[src/rtl/neuron_bus_arbiter_pkg.sv]
// Purpose: shared widths, FSM encodings and helpers for the neuron memory port arbiter.
// Contents: default address/data widths, FSM state constants, onehot_to_idx().
package neuron_bus_arbiter_pkg;

  localparam int unsigned NEURON_ADDR_W = 8;
  localparam int unsigned NEURON_DATA_W = 8;
  localparam int unsigned MAX_MASTERS   = 8;

  localparam logic [0:0] ST_IDLE  = 1'b0;
  localparam logic [0:0] ST_OWNED = 1'b1;

  // Index of the set bit of a one-hot (or zero) vector; zero input maps to 0.
  function automatic logic [2:0] onehot_to_idx(input logic [MAX_MASTERS-1:0] oh);
    logic [2:0] idx;
    idx = '0;
    for (int unsigned i = 0; i < MAX_MASTERS; i++) begin
      if (oh[i]) idx = idx | 3'(i);
    end
    return idx;
  endfunction

endpackage

[src/rtl/neuron_bus_arbiter_if.sv]
// Purpose: request/grant and neuron RAM bus bundle between the masters and the arbiter.
// master modport: drives req and the packed per-master address/data/enable slices.
// slave modport : the arbiter; drives grant, the registered RAM bus and bus_busy.
interface neuron_bus_arbiter_if
  import neuron_bus_arbiter_pkg::*;
#(
  parameter int unsigned N_MASTERS = 4,
  parameter int unsigned ADDR_W    = NEURON_ADDR_W,
  parameter int unsigned DATA_W    = NEURON_DATA_W
);

  logic [N_MASTERS-1:0]        req;
  logic [N_MASTERS*ADDR_W-1:0] rd_addr_in;
  logic [N_MASTERS*ADDR_W-1:0] wr_addr_in;
  logic [N_MASTERS*DATA_W-1:0] wr_data_in;
  logic [N_MASTERS-1:0]        wr_en_in;

  logic [N_MASTERS-1:0]        grant;
  logic [ADDR_W-1:0]           neuron_read_address;
  logic [ADDR_W-1:0]           neuron_write_address;
  logic [DATA_W-1:0]           neuron_write_data;
  logic                        neuron_write_enable;
  logic                        bus_busy;

  modport master (
    output req, rd_addr_in, wr_addr_in, wr_data_in, wr_en_in,
    input  grant, neuron_read_address, neuron_write_address, neuron_write_data,
           neuron_write_enable, bus_busy
  );

  modport slave (
    input  req, rd_addr_in, wr_addr_in, wr_data_in, wr_en_in,
    output grant, neuron_read_address, neuron_write_address, neuron_write_data,
           neuron_write_enable, bus_busy
  );

endinterface

[src/rtl/neuron_bus_arbiter_rr_priority_picker.sv]
// Purpose: combinational round-robin winner select with optional master-0 priority.
// req_i      : candidate requests
// ptr_i      : first index to scan (round-robin pointer)
// prio0_en_i : master 0 wins outright when it requests
// winner_c   : selected master index, valid_c : some request was present
module rr_priority_picker #(
  parameter int unsigned N_MASTERS = 4,
  parameter int unsigned IDX_W     = 2
) (
  input  logic [N_MASTERS-1:0] req_i,
  input  logic [IDX_W-1:0]     ptr_i,
  input  logic                 prio0_en_i,
  output logic [IDX_W-1:0]     winner_c,
  output logic                 valid_c
);

  localparam int unsigned SW = IDX_W + 1;

  logic [SW-1:0]    sum;
  logic [IDX_W-1:0] idx;

  // Scan ptr, ptr+1, ... with wrap; first requester wins.
  always_comb begin
    winner_c = '0;
    valid_c  = 1'b0;
    sum      = '0;
    idx      = '0;
    if (prio0_en_i && req_i[0]) begin
      valid_c = 1'b1;
    end else begin
      for (int unsigned i = 0; i < N_MASTERS; i++) begin
        sum = {1'b0, ptr_i} + SW'(i);
        if (sum >= SW'(N_MASTERS)) sum = sum - SW'(N_MASTERS);
        idx = sum[IDX_W-1:0];
        if (!valid_c && req_i[idx]) begin
          winner_c = idx;
          valid_c  = 1'b1;
        end
      end
    end
  end

endmodule

[src/rtl/neuron_bus_arbiter.sv]
// Purpose: N-master round-robin arbiter with hold limit and optional external-master
//          preemption, driving a registered, glitch-free neuron RAM port.
// clk     : system clock, rising edge
// reset_n : asynchronous active-low reset
// bus     : slave side of neuron_bus_arbiter_if (requests/slices in, grant/RAM bus out)
module neuron_bus_arbiter
  import neuron_bus_arbiter_pkg::*;
#(
  parameter int unsigned N_MASTERS = 4,
  parameter int unsigned ADDR_W    = NEURON_ADDR_W,
  parameter int unsigned DATA_W    = NEURON_DATA_W,
  parameter int unsigned MAX_HOLD  = 16,
  parameter int unsigned EXT_PRIO  = 1
) (
  input  logic                  clk,
  input  logic                  reset_n,
  neuron_bus_arbiter_if.slave   bus
);

  localparam int unsigned IDX_W  = (N_MASTERS > 1) ? $clog2(N_MASTERS) : 1;
  localparam int unsigned HOLD_W = $clog2(MAX_HOLD + 1);

  logic [0:0]           state_q, state_d;
  logic [N_MASTERS-1:0] grant_q, grant_d;
  logic [IDX_W-1:0]     rr_ptr_q, rr_ptr_d;
  logic [HOLD_W-1:0]    hold_q, hold_d;
  logic [ADDR_W-1:0]    rd_addr_q, rd_addr_d;
  logic [ADDR_W-1:0]    wr_addr_q, wr_addr_d;
  logic [DATA_W-1:0]    wr_data_q, wr_data_d;
  logic                 wr_en_q, wr_en_d;

  logic [IDX_W-1:0]     owner_c;
  logic [N_MASTERS-1:0] cand_req_c;
  logic [IDX_W-1:0]     winner_c;
  logic                 valid_c;
  logic                 owner_req_c;
  logic                 preempt_c;
  logic                 take_new_c;

  assign owner_c     = IDX_W'(onehot_to_idx(MAX_MASTERS'(grant_q)));
  assign owner_req_c = bus.req[owner_c];
  assign preempt_c   = (EXT_PRIO != 0) && (owner_c != '0) && bus.req[0];
  // While owned, the current owner is excluded so the picker finds the next candidate.
  assign cand_req_c  = (state_q == ST_OWNED) ? (bus.req & ~grant_q) : bus.req;

  rr_priority_picker #(
    .N_MASTERS (N_MASTERS),
    .IDX_W     (IDX_W)
  ) u_picker (
    .req_i      (cand_req_c),
    .ptr_i      (rr_ptr_q),
    .prio0_en_i (EXT_PRIO != 0),
    .winner_c   (winner_c),
    .valid_c    (valid_c)
  );

  // Next-state: grant ownership, hold counter, round-robin pointer.
  always_comb begin
    state_d    = state_q;
    grant_d    = grant_q;
    rr_ptr_d   = rr_ptr_q;
    hold_d     = hold_q;
    take_new_c = 1'b0;
    case (state_q)
      ST_IDLE: begin
        if (valid_c) take_new_c = 1'b1;
      end
      ST_OWNED: begin
        if (!owner_req_c) begin
          if (valid_c) begin
            take_new_c = 1'b1;
          end else begin
            state_d = ST_IDLE;
            grant_d = '0;
            hold_d  = '0;
          end
        end else if (preempt_c) begin
          take_new_c = 1'b1;
        end else if (valid_c && (hold_q == HOLD_W'(MAX_HOLD))) begin
          take_new_c = 1'b1;
        end else if (hold_q != HOLD_W'(MAX_HOLD)) begin
          hold_d = hold_q + HOLD_W'(1);
        end
      end
      default: begin
        state_d = ST_IDLE;
        grant_d = '0;
        hold_d  = '0;
      end
    endcase
    if (take_new_c) begin
      state_d  = ST_OWNED;
      grant_d  = N_MASTERS'(1) << winner_c;
      hold_d   = HOLD_W'(1);
      rr_ptr_d = (winner_c == IDX_W'(N_MASTERS - 1)) ? '0 : winner_c + IDX_W'(1);
    end
  end

  // Bus mux follows next-cycle grant so the bus changes together with grant.
  always_comb begin
    rd_addr_d = rd_addr_q;
    wr_addr_d = wr_addr_q;
    wr_data_d = wr_data_q;
    wr_en_d   = 1'b0;
    for (int unsigned i = 0; i < N_MASTERS; i++) begin
      if (grant_d[i]) begin
        rd_addr_d = bus.rd_addr_in[i*ADDR_W +: ADDR_W];
        wr_addr_d = bus.wr_addr_in[i*ADDR_W +: ADDR_W];
        wr_data_d = bus.wr_data_in[i*DATA_W +: DATA_W];
        wr_en_d   = bus.wr_en_in[i];
      end
    end
  end

  always_ff @(posedge clk or negedge reset_n) begin
    if (!reset_n) begin
      state_q   <= ST_IDLE;
      grant_q   <= '0;
      rr_ptr_q  <= '0;
      hold_q    <= '0;
      rd_addr_q <= '0;
      wr_addr_q <= '0;
      wr_data_q <= '0;
      wr_en_q   <= 1'b0;
    end else begin
      state_q   <= state_d;
      grant_q   <= grant_d;
      rr_ptr_q  <= rr_ptr_d;
      hold_q    <= hold_d;
      rd_addr_q <= rd_addr_d;
      wr_addr_q <= wr_addr_d;
      wr_data_q <= wr_data_d;
      wr_en_q   <= wr_en_d;
    end
  end

  assign bus.grant                = grant_q;
  assign bus.neuron_read_address  = rd_addr_q;
  assign bus.neuron_write_address = wr_addr_q;
  assign bus.neuron_write_data    = wr_data_q;
  assign bus.neuron_write_enable  = wr_en_q;
  assign bus.bus_busy             = (state_q == ST_OWNED);

  grant_onehot0_a: assert property (@(posedge clk) disable iff (!reset_n) $onehot0(grant_q));

endmodule

[src/flat_wrapper.sv]
// flat-port wrapper written by rule: the top's interface ports become plain ports
module neuron_bus_arbiter_flat import neuron_bus_arbiter_pkg::*;
#(
  parameter int unsigned N_MASTERS = 4,
  parameter int unsigned ADDR_W    = NEURON_ADDR_W,
  parameter int unsigned DATA_W    = NEURON_DATA_W,
  parameter int unsigned MAX_HOLD  = 16,
  parameter int unsigned EXT_PRIO  = 1
)
  (clk, reset_n, bus_req, bus_rd_addr_in, bus_wr_addr_in, bus_wr_data_in, bus_wr_en_in, bus_grant, bus_neuron_read_address, bus_neuron_write_address, bus_neuron_write_data, bus_neuron_write_enable, bus_bus_busy);
  neuron_bus_arbiter_if #(.N_MASTERS(N_MASTERS), .ADDR_W(ADDR_W), .DATA_W(DATA_W)) bus_i ();
  input  logic clk;
  input  logic reset_n;
  input wire logic [$bits(bus_i.req)-1:0] bus_req;
  input wire logic [$bits(bus_i.rd_addr_in)-1:0] bus_rd_addr_in;
  input wire logic [$bits(bus_i.wr_addr_in)-1:0] bus_wr_addr_in;
  input wire logic [$bits(bus_i.wr_data_in)-1:0] bus_wr_data_in;
  input wire logic [$bits(bus_i.wr_en_in)-1:0] bus_wr_en_in;
  output wire logic [$bits(bus_i.grant)-1:0] bus_grant;
  output wire logic [$bits(bus_i.neuron_read_address)-1:0] bus_neuron_read_address;
  output wire logic [$bits(bus_i.neuron_write_address)-1:0] bus_neuron_write_address;
  output wire logic [$bits(bus_i.neuron_write_data)-1:0] bus_neuron_write_data;
  output wire logic [$bits(bus_i.neuron_write_enable)-1:0] bus_neuron_write_enable;
  output wire logic [$bits(bus_i.bus_busy)-1:0] bus_bus_busy;
  assign bus_i.req = bus_req;
  assign bus_i.rd_addr_in = bus_rd_addr_in;
  assign bus_i.wr_addr_in = bus_wr_addr_in;
  assign bus_i.wr_data_in = bus_wr_data_in;
  assign bus_i.wr_en_in = bus_wr_en_in;
  assign bus_grant = bus_i.grant;
  assign bus_neuron_read_address = bus_i.neuron_read_address;
  assign bus_neuron_write_address = bus_i.neuron_write_address;
  assign bus_neuron_write_data = bus_i.neuron_write_data;
  assign bus_neuron_write_enable = bus_i.neuron_write_enable;
  assign bus_bus_busy = bus_i.bus_busy;
  neuron_bus_arbiter #(.N_MASTERS(N_MASTERS), .ADDR_W(ADDR_W), .DATA_W(DATA_W), .MAX_HOLD(MAX_HOLD), .EXT_PRIO(EXT_PRIO)) u_core (.clk(clk), .reset_n(reset_n), .bus(bus_i));
endmodule
[config.mk]
export PLATFORM = sky130hd
export DESIGN_NAME = neuron_bus_arbiter_flat
export DESIGN_NICKNAME = d
export VERILOG_FILES = /design/src/rtl/neuron_bus_arbiter_pkg.sv /design/src/rtl/neuron_bus_arbiter_if.sv /design/src/rtl/neuron_bus_arbiter_rr_priority_picker.sv /design/src/rtl/neuron_bus_arbiter.sv /design/src/flat_wrapper.sv
export SDC_FILE = /design/constraint.sdc
export NUM_CORES = 1
export LEC_CHECK = 0
export ABC_AREA = 1
export ABC_CLOCK_PERIOD_IN_PS = 2780
export CAP_MARGIN = 10
export CORE_MARGIN = 2
export CORE_UTILIZATION = 50
export CTS_CLUSTER_SIZE = 24
export DETAILED_ROUTE_END_ITERATION = 7
export DONT_BUFFER_PORTS = 1
export GPL_ROUTABILITY_DRIVEN = 0
export HOLD_SLACK_MARGIN = 0.1
export REMOVE_ABC_BUFFERS = 1
export SKIP_LAST_GASP = 1
export SLEW_MARGIN = 20
export SYNTH_ARGS = -nofsm -noshare
export SYNTH_HDL_FRONTEND = slang
export SYNTH_SLANG_ARGS = --single-unit
[constraint.sdc]
create_clock -name clk -period 2.78 [get_ports clk]
set_input_delay 0.556 -clock clk [delete_from_list [all_inputs] [get_ports clk]]
set_output_delay 0.556 -clock clk [all_outputs]
set_load 0.05 [all_outputs]
==> impl_metrics.csv, run 1 <==
group,metric,value,unit
run_status,status,"complete, no violations",
placement,port_buffers,0,
timing,finClkSkew,10.29,ps
routing,drtIter0Drc,153,
finish,fillerInstances,589,
routing,drc,0,
cts,clk_pin_slew,80,ps
cts,cts_buffer_depth,2,
placement,placed_cells,539,
cts,clk_latency,300,ps
timing,hold_slack,88.03,ps
worst_setup_path,crit_chain,"clkinv_4, nand2_1, nand2_2, nand3_2, nand2_2, nand2_2, nor2_4, nand2_2, a311oi_2, inv_1, ha_2, nand2_2, nand2_4, nor2_4, buf_12, buf_12, a21oi_1, nand2_1, nand2_1",
routing,wl_per_cell,17.39,um
floorplanning,die_height,83.99,um
worst_setup_path,crit_path_frequent_cell,"nand2_2",
floorplanning,coreArea,0.006277,mm2
timing,slew_violations,0,
routing,wirelength,9947,um
global_routing,grtUsageTotal,25.96,%
timing,max_freq,373.6,MHz
yosys,synth-seq-area-share,28.94,%
worst_setup_path,crit_path_max_fanout,12,
finish,drive_gt1_share,24.24,%
yosys,synth-edff-count,0,
worst_setup_path,cp-end-kind,"flip-flop",
yosys,synth.distinct_cells,32,
timing,finalCriticalPeriod,2677,ps
global_routing,antenna_found_initial,0,
finish,fin_cells,572,
worst_setup_path,criticalPathCategory,"reg -> reg",
floorplanning,initial_core_util,50.97,%
timing,layout_worst_path_cycle_share,96.29,%
routing,final_antenna_net_count,0,
global_routing,first_global_vias,3087,
timing,setup_violations,0,
cts,clkSinkCount,37,
cts,cts-root-buf,"clkbuf_8",
yosys,yosysWarnings,0,
global_routing,grt_max_degree,38,
yosys,netlist_area,0.003199,mm2
cts,cts_max_level,2,
worst_setup_path,worst_setup_path_start_kind,"flip-flop",
finish,final_common_cell,"nand2_1",
yosys,synthCells,468,
worst_setup_path,crit_buf_inv,4,
global_routing,grt_pass1_wl,14950,um
finish,multi_input_area,0.002024,mm2
worst_setup_path,cpLargestDelayFamily,"simple AND/OR/NAND/NOR gates",
routing,avgViaCountPerCell,5.780,
cts,cts_buffers,5,
finish,nets,606,
floorplanning,die_w,83.99,um
yosys,synth-seq-cells,37,
worst_setup_path,crit_required,2960,ps
yosys,async_flop_share,100.0,%
timing,finalHoldViolations,0,
routing,dr.pass1.iters,5,
yosys,synth_area_per_cell,6.836,um2
finish,area_delta_synth_final,22.10,%
run,drv_cap,0,
floorplanning,row_count,29,
yosys,synthFlopType,"dfrtp_1",
hold_path,hold_path.class,"in -> async",
worst_setup_path,slowest_stage,"dfrtp_2",
cts,tritoncts,"done",
placement,dp_hpwl,6423,um
worst_setup_path,slowest_delay,480,ps
timing,relSlewSlack,63.53,%
timing,tightest_slew,547.0,ps
global_routing,overflow,0,
routing,dr_total_vias,3306,
finish,regArea,929.6,um2
finish,diodes,0,
worst_setup_path,arrival,2860,ps
floorplanning,die_area,0.007054,mm2
floorplanning,io_pins,136,
finish,mostFrequentLayoutCells,"nand2_1, a21oi_1, nand3_1",
## metal layers
metal / vias up / global-route usage (%) / wire (um)
met5: - / 0 / 0
met4: 0 / 8.651 / 226
met3: 20 / 6.034 / 759
met2: 132 / 44.73 / 5017
met1: 1543 / 31.89 / 3944
li1: 1611 / - / -
## cell type report
type	instances	share of cell area, %
Sequential cell	37	23.80
Multi-Input combinational cell	358	51.83
Tap cell	77	2.466
Clock inverter	1	0.7687
Clock buffer	7	2.210
Inverter	46	4.676
Timing Repair Buffer	46	14.25
## registers in the layout, indices dropped and copies added (netlist names)
| name | cells |
|---|---|
| u_core.bus.neuron_write_address | 8 |
| u_core.bus.neuron_write_data | 8 |
| u_core.bus.grant | 4 |
| u_core.bus.bus_busy | 1 |
| u_core.hold_q | 5 |
| u_core.bus.neuron_read_address | 8 |
| u_core.rr_ptr_q | 2 |
| u_core.bus.neuron_write_enable | 1 |
## cell usage after synthesis (3+ instances only)
master / count / area share (%)
nand2_1: 135 / 16
a21oi_1: 76 / 12
nand3_1: 60 / 9.4
inv_1: 40 / 4.7
dfrtp_1: 37 / 29
nand3b_1: 24 / 5.6
buf_2: 12 / 1.9
nand3_2: 12 / 3.8
nand2_4: 7 / 2.5
buf_6: 6 / 2.1
clkbuf_1: 6 / 0.70
ha_1: 6 / 2.3
o21ai_0: 6 / 0.94
inv_2: 5 / 0.59
nand2_2: 5 / 0.98
nor2_1: 5 / 0.59
nand4_1: 4 / 0.78
nor2_4: 4 / 1.4
buf_4: 3 / 0.70
## final timing paths
path | start | cells after the start | to | slack, ps
max | u_core.rr_ptr_q[0] | 19 | u_core.bus.neuron_write_data[5] | 100
min | reset_n | 1 | u_core.bus.neuron_write_data[1] | 90
max reg2reg | u_core.rr_ptr_q[0] | 19 | u_core.bus.neuron_write_data[5] | 100
min reg2reg | u_core.hold_q[0] | 2 | u_core.hold_q[0] | 530
max in group asynchronous | reset_n | 1 | u_core.bus.bus_busy | 2480
min in group clk | bus_wr_en_in[3] | 2 | u_core.bus.neuron_write_enable | 400
## metrics by stage
step	setup WS [ps]	util, %	instance area [um2]	setup TNS [ps]
finish	103.2	62.23	3906	0
global route	-71.06	62.23	3906	-730.5
CTS	10.74	55.51	3485	0
detailed placement	27.36	53.34	3348	0
global placement	98.45	53.34	3348	0
floorplan	-647.3	-	3012	-15700
## cell families after synthesis
logic type / count (synthesis) / share of synthesized area, %
adders and majority gates: 6 / 2.346
and+or+nand+nor: 261 / 42.24
xor gates and xnor gates: 2 / 0.5476
DFF: 37 / 28.94
AOI/OAI and AO/OA: 88 / 14.59
buffers and inverters: 74 / 11.34
## timing repair
action                                 CTS  global route
endpoints found under the hold margin   37             0
gates resized for setup                  0            36
hold buffers                             1             0
setup endpoints to repair                0            25
setup buffers                            0            18
Power of run 1 is not shown: default switching activity piles up to over one toggle a cycle in this logic, so the estimate is an artifact.
==> inputs of run 2 (changes only) <==
--- a/config.mk
+++ b/config.mk
@@ -14,6 +14,7 @@
 export DETAILED_ROUTE_END_ITERATION = 7
 export DONT_BUFFER_PORTS = 1
 export GPL_ROUTABILITY_DRIVEN = 0
+export GPL_TIMING_DRIVEN = 0
 export HOLD_SLACK_MARGIN = 0.1
 export REMOVE_ABC_BUFFERS = 1
 export SKIP_LAST_GASP = 1
==> run 2 against run 1 <==
Final area up 17%. Highest routed layer unchanged. Global-route usage up 10 points. First-iteration DRC count is 120% higher. The flow now finishes with violations (setup timing). Die area did not move. Clock skew rose by 1.1 ps. Critical path type unchanged. Register-to-register slack worse by 150 ps. Maximum frequency is 5.4% lower. Core utilization grew 10 points. Non-clock buffer count up 15.
==> impl_metrics.csv, run 2 (synthesis gave the netlist of run 1 again) <==
group,metric,value,unit
global_routing,first_global_vias,3756,
floorplanning,die_area,0.007054,mm2
worst_setup_path,criticalPathCategory,"reg -> reg",
routing,wl_per_cell,22.39,um
finish,fillerInstances,476,
finish,final_core_util,72.69,%
routing,final_antenna_net_count,0,
finish,drive_gt1_share,36.07,%
placement,pre_cts_slack,-1518,ps
global_routing,grtUsageTotal,36.06,%
cts,cts_buffer_depth,2,
global_routing,antenna_found_initial,0,
routing,drtIter0Drc,344,
hold_path,hold_path.class,"in -> async",
worst_setup_path,crit_path_frequent_cell,"nand2_2",
worst_setup_path,r2r_start,"u_core.bus.grant[3]",
worst_setup_path,crit_path_max_fanout,7,
worst_setup_path,crit_required,3010,ps
cts,clkSinkCount,37,
timing,max_freq,353.2,MHz
cts,cts_buffers,5,
timing,setup_violations,14,
floorplanning,io_pins,136,
finish,nets,635,
run_status,status,"finished with violations",
timing,slew_violations,0,
cts,clk_latency,300,ps
floorplanning,row_count,29,
cts,cts-root-buf,"clkbuf_8",
finish,diodes,0,
timing,tightest_slew,547.8,ps
finish,mostFrequentLayoutCells,"nand2_1, a21oi_1, nand3_1",
worst_setup_path,slowest_delay,610,ps
finish,fin_cells,601,
run_status,violations,"setup timing",
run,drv_cap,0,
worst_setup_path,slowest_stage,"dfrtp_4",
routing,dr.pass1.iters,5,
routing,dr_total_vias,3770,
placement,port_buffers,0,
floorplanning,die_height,83.99,um
timing,layout_worst_path_cycle_share,101.8,%
cts,clk_pin_slew,90,ps
worst_setup_path,arrival,3060,ps
cts,cts_max_level,2,
finish,final_common_cell,"nand2_1",
timing,finClkSkew,11.39,ps
routing,avgViaCountPerCell,6.273,
global_routing,overflow,0,
finish,area_delta_synth_final,42.63,%
timing,setup_tns,-318.7,ps
floorplanning,coreArea,0.006277,mm2
placement,placed_cells,517,
worst_setup_path,crit_chain,"nand2_4, nand3_2, nand2_2, nand2_2, nand2_2, nor2_4, buf_4, nand2_2, nand2_8, nand2_4, buf_4, nand2_8, nand2_8, buf_12, nor2_4, clkbuf_16, nand3_2, nand2_1",
global_routing,grt_pass1_wl,19850,um
worst_setup_path,cp-end-kind,"flip-flop",
timing,grt_setup_unrepaired,"yes",
cts,tritoncts,"done",
routing,wirelength,13460,um
floorplanning,die_w,83.99,um
timing,relSlewSlack,63.48,%
global_routing,grt_max_degree,38,
timing,finalHoldViolations,0,
placement,dp_hpwl,5681,um
timing,finalCriticalPeriod,2831,ps
routing,drc,0,
timing,finalWorstSetupSlack,-51.06,ps
floorplanning,initial_core_util,50.97,%
worst_setup_path,worstSetupStartpoint,"u_core.bus.grant[3]",
worst_setup_path,worst_setup_path_start_kind,"flip-flop",
==> run 2: layer usage <==
metal	routed length (um)	part of all wire [%]	up-vias	global-route usage (%)
met5	0	0	-	0
met4	520	3.9	0	18.18
met3	1164	8.6	50	6.429
met2	6697	50	245	61.02
met1	5074	38	1792	43.92
li1	-	-	1683	-
==> run 2: critical path, delay by kind of cell, from the launching register on <==
family | cells | cell delay (ps)
buf+inv | 4 | 690
flops | 1 | 610
simple gates | 14 | 1450
==> run 2: final cells by class <==
| type | count | area [um2] | area share, % |
|---|---|---|---|
| clock buffers | 5 | 68.82 | 1.508 |
| well taps | 77 | 96.34 | 2.111 |
| multi-input cells | 372 | 2571 | 56.35 |
| repair buffers | 61 | 629.4 | 13.79 |
| inverters | 46 | 190.2 | 4.168 |
| flip-flops and latches | 37 | 942.2 | 20.65 |
| clock inverters | 3 | 65.06 | 1.426 |
==> run 2: worst paths after layout <==
path | to | slack (ps) | cells after the start
min reg2reg | u_core.hold_q[3] | 530 | 2
min | u_core.bus.neuron_write_enable | 90 | 1
max | u_core.bus.neuron_write_data[2] | -50 | 18
min in group clk | u_core.bus.neuron_write_enable | 400 | 2
max in group asynchronous | u_core.bus.grant[1] | 2470 | 1
max reg2reg | u_core.bus.neuron_write_data[2] | -50 | 18
==> run 2: repair_timing <==
action / 4_1_cts / 5_1_grt
endpoints found under the setup margin: 30 / 25
hold endpoints to repair: 37 / 0
resized for setup: 72 / 60
pin swaps: 28 / 43
gates cloned: 15 / 2
hold buffers: 1 / 0
setup buffers: 43 / 17
==> run 2: per-stage QoR <==
step / hold WS [ps] / instance area, um2
floorplan: 260.4 / 3012
global placement: 261.6 / 3108
CTS: 102.8 / 4163
finish: 91.88 / 4563
global route: 102.8 / 4563
detailed placement: 262.0 / 3108
Power of run 2 is left out for the same reason.
